===== src/rtl/noc_pkg.sv =====
`default_nettype none
// ============================================================================
// Module   : noc_pkg
// Brief    : Flit ID encodings and arbiter state type shared by router blocks.
// Revision : 1.0
// ============================================================================
package noc_pkg;

  localparam int NOC_FLIT_ID_W = 2;

  localparam logic [1:0] FLIT_HEAD = 2'b01;
  localparam logic [1:0] FLIT_BODY = 2'b10;
  localparam logic [1:0] FLIT_TAIL = 2'b11;

  typedef enum logic {
    ST_IDLE   = 1'b0,
    ST_LOCKED = 1'b1
  } arb_state_e;

endpackage
`default_nettype wire


===== src/rtl/rr_arbiter.sv =====
`default_nettype none
// ============================================================================
// Module   : rr_arbiter
// Brief    : Combinational round-robin pick: first request at or above ptr.
// Revision : 1.0
// ============================================================================
module rr_arbiter #(
  parameter int IN_N  = 5,
  parameter int IDX_W = $clog2(IN_N)
) (
  input  logic [IN_N-1:0]  req,
  input  logic [IDX_W-1:0] ptr,
  output logic [IN_N-1:0]  gnt,
  output logic [IDX_W-1:0] idx,
  output logic             any
);

  always_comb begin
    int j;
    gnt = '0;
    idx = '0;
    any = 1'b0;
    for (int k = 0; k < IN_N; k++) begin
      // walk the ring starting at ptr, wrapping past the last input
      j = int'(ptr) + k;
      if (j >= IN_N) j = j - IN_N;
      if (!any && req[j]) begin
        any    = 1'b1;
        idx    = IDX_W'(j);
        gnt[j] = 1'b1;
      end
    end
  end

endmodule
`default_nettype wire


===== src/rtl/wormhole_out_arbiter.sv =====
`default_nettype none
// ============================================================================
// Module   : wormhole_out_arbiter
// Brief    : Output-port switch arbiter with wormhole locking and credits.
// Revision : 1.0
// ============================================================================
module wormhole_out_arbiter
  import noc_pkg::*;
#(
  parameter  int IN_N      = 5,
  parameter  int FLIT_ID_W = NOC_FLIT_ID_W,
  parameter  int BUF_DEPTH = 4,
  localparam int CRED_W    = $clog2(BUF_DEPTH + 1),
  localparam int SEL_W     = $clog2(IN_N)
) (
  input  logic                      clk_i,
  input  logic                      rst_i,
  input  logic [IN_N-1:0]           req_i,
  input  logic [IN_N*FLIT_ID_W-1:0] flit_id_i,
  input  logic [IN_N-1:0]           data_vld_i,
  input  logic                      credit_i,
  output logic [IN_N-1:0]           grant_o,
  output logic [SEL_W-1:0]          sel_o,
  output logic                      out_vld_o,
  output logic                      locked_o,
  output logic [CRED_W-1:0]         credits_o,
  output logic                      err_o
);

  arb_state_e          r_state;
  logic [SEL_W-1:0]    r_owner;
  logic [SEL_W-1:0]    r_ptr;
  logic [SEL_W-1:0]    r_sel;
  logic [CRED_W-1:0]   r_credits;
  logic                r_err;

  logic [FLIT_ID_W-1:0] w_flit [IN_N];
  logic [IN_N-1:0]      w_cand;
  logic [IN_N-1:0]      w_win_gnt;
  logic [SEL_W-1:0]     w_win_idx;
  logic                 w_win_any;
  logic                 w_has_cred;
  logic [FLIT_ID_W-1:0] w_owner_flit;

  always_comb begin
    for (int i = 0; i < IN_N; i++) begin
      w_flit[i] = flit_id_i[i*FLIT_ID_W +: FLIT_ID_W];
      w_cand[i] = req_i[i] && data_vld_i[i] && (w_flit[i] == FLIT_ID_W'(FLIT_HEAD));
    end
  end

  rr_arbiter #(
    .IN_N  (IN_N),
    .IDX_W (SEL_W)
  ) u_rr (
    .req (w_cand),
    .ptr (r_ptr),
    .gnt (w_win_gnt),
    .idx (w_win_idx),
    .any (w_win_any)
  );

  assign w_has_cred   = (r_credits != '0);
  assign w_owner_flit = w_flit[r_owner];

  // Transfer is same-cycle; gating uses only the registered credit count.
  always_comb begin
    grant_o   = '0;
    out_vld_o = 1'b0;
    sel_o     = r_sel;
    if (r_state == ST_LOCKED) begin
      sel_o = r_owner;
      if (!rst_i && data_vld_i[r_owner] && w_has_cred) begin
        grant_o[r_owner] = 1'b1;
        out_vld_o        = 1'b1;
      end
    end else if (w_win_any) begin
      sel_o = w_win_idx;
      if (!rst_i && w_has_cred) begin
        grant_o   = w_win_gnt;
        out_vld_o = 1'b1;
      end
    end
  end

  always_ff @(posedge clk_i) begin
    if (rst_i) begin
      r_state   <= ST_IDLE;
      r_owner   <= '0;
      r_ptr     <= '0;
      r_sel     <= '0;
      r_credits <= CRED_W'(BUF_DEPTH);
      r_err     <= 1'b0;
    end else begin
      r_sel <= sel_o;

      // A grant and a returned credit in the same cycle cancel out.
      if (out_vld_o && !credit_i) begin
        r_credits <= r_credits - CRED_W'(1);
      end else if (credit_i && !out_vld_o) begin
        if (r_credits == CRED_W'(BUF_DEPTH)) r_err <= 1'b1;
        else                                  r_credits <= r_credits + CRED_W'(1);
      end

      if (out_vld_o) begin
        if (r_state == ST_IDLE) begin
          r_owner <= w_win_idx;
          r_state <= ST_LOCKED;
        end else if (w_owner_flit == FLIT_ID_W'(FLIT_TAIL)) begin
          r_state <= ST_IDLE;
          r_ptr   <= (r_owner == SEL_W'(IN_N - 1)) ? '0 : r_owner + SEL_W'(1);
        end else if (w_owner_flit == FLIT_ID_W'(FLIT_HEAD)) begin
          r_err <= 1'b1;
        end
      end
    end
  end

  assign locked_o  = (r_state == ST_LOCKED);
  assign credits_o = r_credits;
  assign err_o     = r_err;

endmodule
`default_nettype wire


===== config.mk =====
export PLATFORM = sky130hd
export DESIGN_NAME = wormhole_out_arbiter
export DESIGN_NICKNAME = d
export VERILOG_FILES = /design/src/rtl/noc_pkg.sv /design/src/rtl/rr_arbiter.sv /design/src/rtl/wormhole_out_arbiter.sv
export SDC_FILE = /design/constraint.sdc
export NUM_CORES = 1
export LEC_CHECK = 0
export CAP_MARGIN = 20
export CORE_UTILIZATION = 50
export CTS_BUF_LIST = sky130_fd_sc_hd__clkbuf_4 sky130_fd_sc_hd__clkbuf_8 sky130_fd_sc_hd__clkbuf_16
export CTS_CLUSTER_DIAMETER = 60
export DETAILED_ROUTE_END_ITERATION = 8
export MAX_ROUTING_LAYER = met4
export PLACE_DENSITY = 0.74
export REMOVE_ABC_BUFFERS = 1
export SYNTH_ARGS = -nofsm -noshare
export SYNTH_HDL_FRONTEND = slang
export SYNTH_SLANG_ARGS = --single-unit

===== constraint.sdc =====
create_clock -name clk_i -period 8.87 [get_ports clk_i]
set_input_delay 1.774 -clock clk_i [delete_from_list [all_inputs] [get_ports clk_i]]
set_output_delay 1.774 -clock clk_i [all_outputs]
set_load 0.01 [all_outputs]

== After elaboration in Yosys (flattened, before gate mapping) ==
Cells that the tools add are included.

* $add $sub $neg: 12
* Magnitude comparators: 18
* Eq/ne operators: 10
* Multiplexer cells: 75
* Bitwise logic cells: 6
* Reduce and logical (&&, ||, !) cells: 37

{| class="wikitable"
|+ Operator list
! operator !! number
|-
| $ge 32x1->1 const B || 5
|-
| $lt 32x5->1 const B || 5
|-
| $mux 32 || 5
|-
| $ge 32x4->1 const B || 4
|-
| $sub 32x4->32 const B || 4
|-
| $mux 5 || 9
|-
| $mux 1 || 35
|-
| $mux 3 || 11
|-
| $logic_and 1x1->1 || 25
|-
| $or 5x5->5 || 4
|-
| $bmux 1 s3 || 6
|-
| $demux 1 s3 || 6
|-
| $eq 2x1->1 const B || 6
|-
| $add 3x2->4 const B || 2
|-
| $logic_not 1->1 || 7
|-
| $add 3x1->3 const B || 2
|-
| $bmux 2 s3 || 1
|-
| $eq 3x3->1 const B || 2
|-
| $add 3x1->4 const B || 1
|-
| $add 3x3->4 const B || 1
|-
| $ge 4x4->1 const B || 1
|-
| $lt 3x4->1 const B || 1
|-
| $mux 2 || 2
|-
| $not 3->4 || 1
|-
| 11 further kinds || 12
|}

* Bits in registers: 14
* Input port bits: 23
* Output and inout port bits: 14
* Logic and storage cells: 164

== Logic depth before layout (Yosys ltp) ==
Gate-level depths: netlist of run 1.

* Word-level depth: 28
* Depth in mapped cells: 23
* Mapped depth without buffers: 19

== By module ==
A second synthesis of run 1 with hierarchy kept.

* Cell total of the unflattened synthesis: 369
* Area, all modules: 2,752.6 um2

{| class="wikitable"
|+ Modules (own cells, without submodules)
! module !! times used !! cells each !! area each (um2) !! seq. area each (um2)
|-
| rr_arbiter || 1 || 241 || 1,666.6 || 0.0
|-
| wormhole_out_arbiter || 1 || 128 || 1,086.0 || 280.3
|}

== Least setup slack after synthesis of run 1 ==
Ideal clock, no wire load.

* Path kind: input to output
* Start point: in req_i[3]
* End point: out grant_o[4]
* Arrival time: 3.802 ns
* Data required time: 7.096 ns
* Slack: 3.294 ns
* Stages on the path: 9
* Path buffers: 1
* Cells stage by stage: and4b_1 > clkbuf_1 > a21oi_1 > mux2i_1 > or2_1 > a211oi_4 > and3_1 > nand3_1 > o311ai_0

* Cells in the longest elaborated chain, start to end: 21
* Elaborated cells between the ends (all ways): 42
* Classes of those cells: 28 x mux; 4 x bitwise; 10 x reduce/logical

{| class="wikitable"
|+ Ends and longest elaborated chain
! what !! RTL line !! text
|-
| from (decl) || wormhole_out_arbiter.sv:18 || <nowiki>input logic [IN_N-1:0] req_i,</nowiki>
|-
| $logic_and 1x1->1 * (2 in a row) || wormhole_out_arbiter.sv:48 || <nowiki>w_cand[i] = req_i[i] && data_vld_i[i] && (w_flit[i] == FLIT_ID_W'(FLIT_HEAD));</nowiki>
|-
| $bmux 1 s3 || rr_arbiter.sv:27 || <nowiki>if (!any && req[j]) begin</nowiki>
|-
| $mux 1 (not written as such) (2 in a row) || rr_arbiter.sv:27 ||
|-
| $mux 1 || rr_arbiter.sv:27 ||
|-
| $logic_not 1->1 || rr_arbiter.sv:27 ||
|-
| $logic_and 1x1->1 || rr_arbiter.sv:27 ||
|-
| $mux 1 || rr_arbiter.sv:27 ||
|-
| $logic_not 1->1 || rr_arbiter.sv:27 ||
|-
| [... 3 more ...] || -- ||
|-
| $logic_and 1x1->1 || rr_arbiter.sv:27 ||
|-
| $mux 1 || rr_arbiter.sv:27 ||
|-
| $logic_not 1->1 || rr_arbiter.sv:27 ||
|-
| $logic_and 1x1->1 || rr_arbiter.sv:27 ||
|-
| $mux 5 || rr_arbiter.sv:27 ||
|-
| $mux 5 || wormhole_out_arbiter.sv:79 || <nowiki>if (!rst_i && w_has_cred) begin</nowiki>
|-
| $mux 5 * || wormhole_out_arbiter.sv:77 || <nowiki>end else if (w_win_any) begin</nowiki>
|-
| $mux 5 * || wormhole_out_arbiter.sv:71 || <nowiki>if (r_state == ST_LOCKED) begin</nowiki>
|-
| to (decl) || wormhole_out_arbiter.sv:22 || <nowiki>output logic [IN_N-1:0] grant_o,</nowiki>
|}

Mark *: on every way between the ends. The rest lies on a longest branch, timed or not. The select of a mux whose other input is x is not followed.

== Worst setup path after layout of run 1 ==
* Start point: reg r_ptr[0]
* End point: out sel_o[0]

* Cells in the longest elaborated chain, start to end: 20
* Elaborated cells between the ends (all ways): 54
* Classes of those cells: 9 x add/sub; 5 x order compare; 32 x mux; 8 x reduce/logical

{| class="wikitable"
|+ Ends and longest elaborated chain
! what !! RTL line !! text
|-
| from (decl) || wormhole_out_arbiter.sv:32 || <nowiki>logic [SEL_W-1:0] r_ptr;</nowiki>
|-
| from (signal assigned) || wormhole_out_arbiter.sv:111 || <nowiki>r_ptr <= (r_owner == SEL_W'(IN_N - 1)) ? '0 : r_owner + SEL_W'(1);</nowiki>
|-
| parallel branches: the longest is 18 deep, another holds $sub 32x4->32 || -- ||
|-
| $mux 3 * || wormhole_out_arbiter.sv:77 ||
|-
| $mux 3 * || wormhole_out_arbiter.sv:71 ||
|-
| to (decl) || wormhole_out_arbiter.sv:23 || <nowiki>output logic [SEL_W-1:0] sel_o,</nowiki>
|}

Every way passes the cells marked *. The select of a mux whose other input is x is not followed.

==> results.cfg, run 1 <==
[synthesis]
yosysWarnings = 0
syn-instance-count = 369
ys_ff_latch = 14
synth_area_per_cell_sq_um = 7.27
seq_area_frac_synth_pct = 10.4
synth_top_area_cell = ha_1
synthArstFlopShare_pct = 0
synth-edff-count = 0
ys.flop_type = dfxtp_1
ys_types = 72
yosysTopAreaCellShare_pct = 11.7
synth_area_sq_mm = 0.00268
synth_area_leaders = ha_1, dfxtp_1, nand2_1

[pwr]
power.leakage_nw = 1.13
ir_drop_mv = 0.102
p_total_mw = 0.280
p_per_area_mw_per_mm2 = 90.1

[critical_path]
r2r_cells = 18
r2r-start = r_ptr[0]
worstReg2RegEnd = credits_o[1]
cp-startpoint = r_ptr[0]
start_kind = flip-flop
worstSetupPathType = reg2out
cp.required_ns = 7.10
endpoint = sel_o[0]
endpoint_kind = output pin
ff2ff_setup_slack_ns = 3.17
worstPathArrival_ns = 5.38
worstPathMaxFanout = 22

[timing]
min_period_over_period_pct = 80.7
max-slew-margin-rel_pct = 42.2
tightest_slew_ns = 0.866
setup_viol = 0
final_hold_viol_count = 0
final.setup.tns_ns = 0
skew_ns = 0.00410
post-route-min-period_ns = 7.16
clock.fmax_ghz = 0.140
rsz0062_at_grt = no
slew_violations = 0

[clock_tree]
clockBufferDepth = 2
cts_tree = done
clk_latency_ns = 0.24
path_clk_slew_ns = 0.06
cts.sinks = 14
numCtsBuffers = 3
h-tree-depth = 1
cts_root_buf = clkbuf_8
cts_resized = 0
post_cts_buffers = 0
postCtsHoldBufs = 0

[cells_and_area]
drive_gt1_share_pct = 6.87
final_cell_mix = nand2_1, clkdlybuf4s50_1, a21oi_1, o21ai_0, ha_1
final_nets = 444
syn2layout_area_growth_pct = 16.0
final_common_cell = nand2_1
antennaDiodeCount = 0
ff_latch_area_sq_um = 280
fill_cells = 504
multiInputGateArea_sq_mm = 0.00225

[min_path]
hold_class = reg2reg
worstHoldStart = r_sel[0]

[detailed_routing]
dr.pass1.iters = 6
dr_total_vias = 3040
routedWlPerCell_microns = 17.9
drc = 0
drtIter0Drc = 281
wirelength_microns = 8270
ant_nets = 0
vias_per_cell = 6.57

[grt]
grt_pass1_wl_microns = 12900
grt_pass1_vias = 2735
grt_use_total_pct = 31.2
antenna_found_initial = 0
grt.overflow.total = 0
grt_max_degree = 23

[flow_run]
maxCapViolations = 0

[floorplan]
die_width_microns = 75.3
initial_core_util_pct = 52.2
die_h_microns = 75.3
io_pins = 37
die_area_sq_mm = 0.00566
core_area_sq_mm = 0.00514
rows = 26

[outcome]
status = completed

[place]
numPortBuffers = 36
hpwl_microns = 6490
gp_congestion = 1.06
## metal layers
layer  up-vias  global-route usage (%)  part of all wire, %  wire length (microns)
met4         0                    13.4                  3.6                    300
li1       1446                       -                    -                      -
met5         -                       -                    0                      0
met2       155                    51.0                   47                   3880
met1      1413                    40.1                   43                   3560
met3        26                    1.74                  6.3                    518
## cell usage after synthesis, types with 4 or more instances
cell,instances
a211oi_1,7
nand3_1,20
o21ai_0,27
a21o_1,4
clkbuf_1,11
o211ai_1,5
nor2b_1,4
nor3_1,12
nor2_1,22
o31ai_1,7
a21oi_1,27
mux2i_1,9
nand2_1,38
nand2b_1,7
and2_1,8
ha_1,25
dfxtp_1,14
inv_1,19
nand4b_1,4
xnor2_1,4
and4b_1,6
or2_2,4
nand4_1,7
## cell type report
| cell class | instances | share of cell area (%) |
|---|---|---|
| Clock buffer | 4 | 1.77 |
| Inverter | 21 | 2.53 |
| Multi-Input combinational cell | 318 | 72.3 |
| Sequential cell | 14 | 9.00 |
| Tap cell | 70 | 2.81 |
| Timing Repair Buffer | 36 | 11.6 |
## registers in the layout, summed over array words and instances, names as in the netlist
name,cells
r_ptr,3
credits_o,3
r_owner,3
locked_o,1
err_o,1
r_sel,3
## kinds of logic (layout without fill, tap and decap cells)
family / Yosys count / count (layout) / share of synthesized area (%)
AND/OR/NAND/NOR: 149 / 149 / 29.4
XOR/XNOR: 8 / 8 / 3.17
buffers and inverters: 37 / 61 / 5.69
flip-flops: 14 / 14 / 10.4
adder cells (fa/ha/maj): 27 / 27 / 13.1
multiplexers: 13 / 13 / 6.29
AO/OA/AOI/OAI: 121 / 121 / 31.8
## worst max-delay path, stage by stage (launching register included)
cell	delay, ns
dfxtp_1	0.89
inv_2	0.33
ha_1	0.37
ha_1	0.54
o21bai_1	0.25
and2_0	0.42
o22ai_1	0.18
a22o_1	0.27
a211oi_4	0.46
o21ai_0	0.17
o31ai_1	0.37
mux2i_1	0.16
o21ai_0	0.18
clkdlybuf4s50_1	0.56
## per-stage QoR
step	utilization (%)	setup WS [ns]	instance area, sq um	hold WS, ns	std cells
floorplan	-	3.30	2610	0.476	353
global placement	59.5	2.12	3060	0.497	459
detailed placement	59.5	2.08	3060	0.504	459
CTS	60.6	1.82	3110	0.518	463
global route	60.6	1.49	3110	0.542	463
finish	60.6	1.71	3110	0.530	463
## power breakdown
part / internal (mW) / total, mW / switching (mW)
sequential: 0.0694 / 0.0830 / 0.0135
clock: 0.0393 / 0.0626 / 0.0233
combinational: 0.0615 / 0.135 / 0.0732
## worst min path at each step
stage / cells past startpoint / endpoint / slack (ns)
6_report: 2 / r_sel[0] / 0.53
5_1_grt: 2 / r_sel[0] / 0.54
4_1_cts: 2 / r_sel[0] / 0.52
3_5_place_dp: 2 / r_sel[0] / 0.50
3_3_place_gp: 2 / r_sel[0] / 0.50
2_1_floorplan: 2 / r_sel[0] / 0.48
No activity file was read; power rests on OpenSTA's default activity.
==> run 2, diff against run 1 <==
clock period = 7.3 ns   (was 8.87 ns; I/O delays follow)
==> run 2 against run 1 <==
- final cell count up 0.43%
- wire length up 4.5%
- total power up 19%
- largest power group unchanged
- clock power up 4.2%
- register-to-register slack worse by 1.3 ns
- critical path depth down 1
- critical path type unchanged
==> results.cfg, run 2 (synthesis gave the netlist of run 1 again) <==
[outcome]
status = completed

[floorplan]
io_pins = 37
rows = 26
die_h_microns = 75.3
die_area_sq_mm = 0.00566
die_width_microns = 75.3
initial_core_util_pct = 52.2
core_area_sq_mm = 0.00514

[grt]
grt_use_total_pct = 33.0
busiest_layer = met2
antenna_found_initial = 0
grt_max_degree = 22
met2_usage_pct = 51.8
grt_pass1_vias = 2666
grt_pass1_wl_microns = 13400
met1_usage_pct = 43.0
gr-usage-met3_pct = 3.61
grt.overflow.total = 0

[critical_path]
worstPathArrival_ns = 5.15
path_common_cell = ha_1
start_kind = flip-flop
worstPathMaxFanout = 13
endpoint_kind = output pin
worstPathCellList = inv_1 > ha_1 > ha_1 > o21bai_1 > and2_0 > o22ai_1 > a22o_1 > a211oi_4 > and3_1 > nand3_1 > o311ai_0 > clkdlybuf4s50_1
crit_slowest_cell = dfxtp_1
cpPeakStageDelay_ns = 0.65
worstSetupPathType = reg2out
cp.required_ns = 5.84

[timing]
setup_viol = 0
final.setup.tns_ns = 0
slew_violations = 0
skew_ns = 0.00127
min_period_over_period_pct = 90.5
tightest_slew_ns = 0.848
final_hold_viol_count = 0
clock.fmax_ghz = 0.151
max-slew-margin-rel_pct = 43.0
rsz0062_at_grt = no
post-route-min-period_ns = 6.61

[detailed_routing]
dr.pass1.iters = 5
ant_nets = 0
dr_total_vias = 3015
wirelength_microns = 8640
drtIter0Drc = 255
routedWlPerCell_microns = 18.6
vias_per_cell = 6.48
drc = 0

[pwr]
p_clk_share_pct = 19.6
power.leakage_nw = 1.14
switching_power_mw = 0.136
seq_power_share_pct = 29.8
ir_drop_mv = 0.170
p_sw_share_pct = 40.9
intPower_mw = 0.197
combPwrFrac_pct = 50.6
p_per_area_mw_per_mm2 = 107

[place]
numPortBuffers = 36
hpwl_microns = 6790
dp_cells = 462
gp_congestion = 0.980

[cells_and_area]
fill_cells = 510
fin_util_pct = 60.7
final_common_cell = nand2_1
final_cell_mix = nand2_1, clkdlybuf4s50_1, a21oi_1, o21ai_0, ha_1
syn2layout_area_growth_pct = 16.3
drive_gt1_share_pct = 7.34
instances_no_fill = 465
final_nets = 447
antennaDiodeCount = 0

[clock_tree]
clockBufferDepth = 2
clk_latency_ns = 0.25
cts_resized = 0
path_clk_slew_ns = 0.06
h-tree-depth = 1
post_cts_buffers = 0
cts_tree = done
cts.sinks = 14
postCtsHoldBufs = 0
cts_root_buf = clkbuf_8
numCtsBuffers = 3

[flow_run]
maxCapViolations = 0

[min_path]
hold_class = reg2reg
==> run 2: cell count changes in the layout (fill, tap and decap cells not counted) <==
cell      delta
buf_4        +3
clkbuf_8     -1
==> run 2: layout make-up <==
type,count,area (sq um),share of cell area (%)
flip-flops and latches,14,280,8.98
multi-input cells,318,2250,72.1
clock buffers,3,41.3,1.32
inverters,21,78.8,2.53
well taps,70,87.6,2.81
repair buffers,39,383,12.3
==> run 2: stage by stage <==
stage               hold slack (ns)  worst slack, ns  power [mW]  area (sq um)
floorplan                     0.476             2.04       0.199          2610
global route                  0.581            0.396       0.354          3120
detailed placement            0.523             1.15       0.265          3080
finish                        0.536            0.690       0.333          3120
CTS                           0.537            0.847       0.330          3120
global placement              0.514             1.14       0.263          3080
==> run 2: worst paths after layout <==
kind | startpoint | endpoint | slack [ns] | cells after the start
worst max-delay path | r_ptr[1] | grant_o[4] | 0.69 | 12
worst max register to register | r_ptr[1] | credits_o[0] | 1.86 | 18
worst min register to register | r_sel[0] | r_sel[0] | 0.54 | 2
worst min-delay path | r_sel[0] | r_sel[0] | 0.54 | 2
==> run 2: worst max-delay path: cells and delay by family (launching register included) <==
kind / cells / cell delay [ns]
fa+ha+maj: 2 / 0.87
flops: 1 / 0.65
compound gates: 5 / 1.63
buf+inv: 2 / 0.99
simple gates: 3 / 0.74
==> run 2: per-layer routing <==
| layer | part of all wire (%) | up-vias |
|---|---|---|
| li1 | - | 1437 |
| met1 | 43 | 1431 |
| met2 | 47 | 129 |
| met3 | 6.5 | 18 |
| met4 | 2.7 | 0 |
| met5 | 0 | - |
==> run 2: power groups by stage <==
stage	Clock, mW	Sequential [mW]	Combinational (mW)
6_report	0.0652	0.0991	0.169
5_1_grt	0.0685	0.101	0.185
3_3_place_gp	0	0.0997	0.164
2_1_floorplan	0	0.0985	0.101
3_5_place_dp	0	0.100	0.165
4_1_cts	0.0660	0.0985	0.166
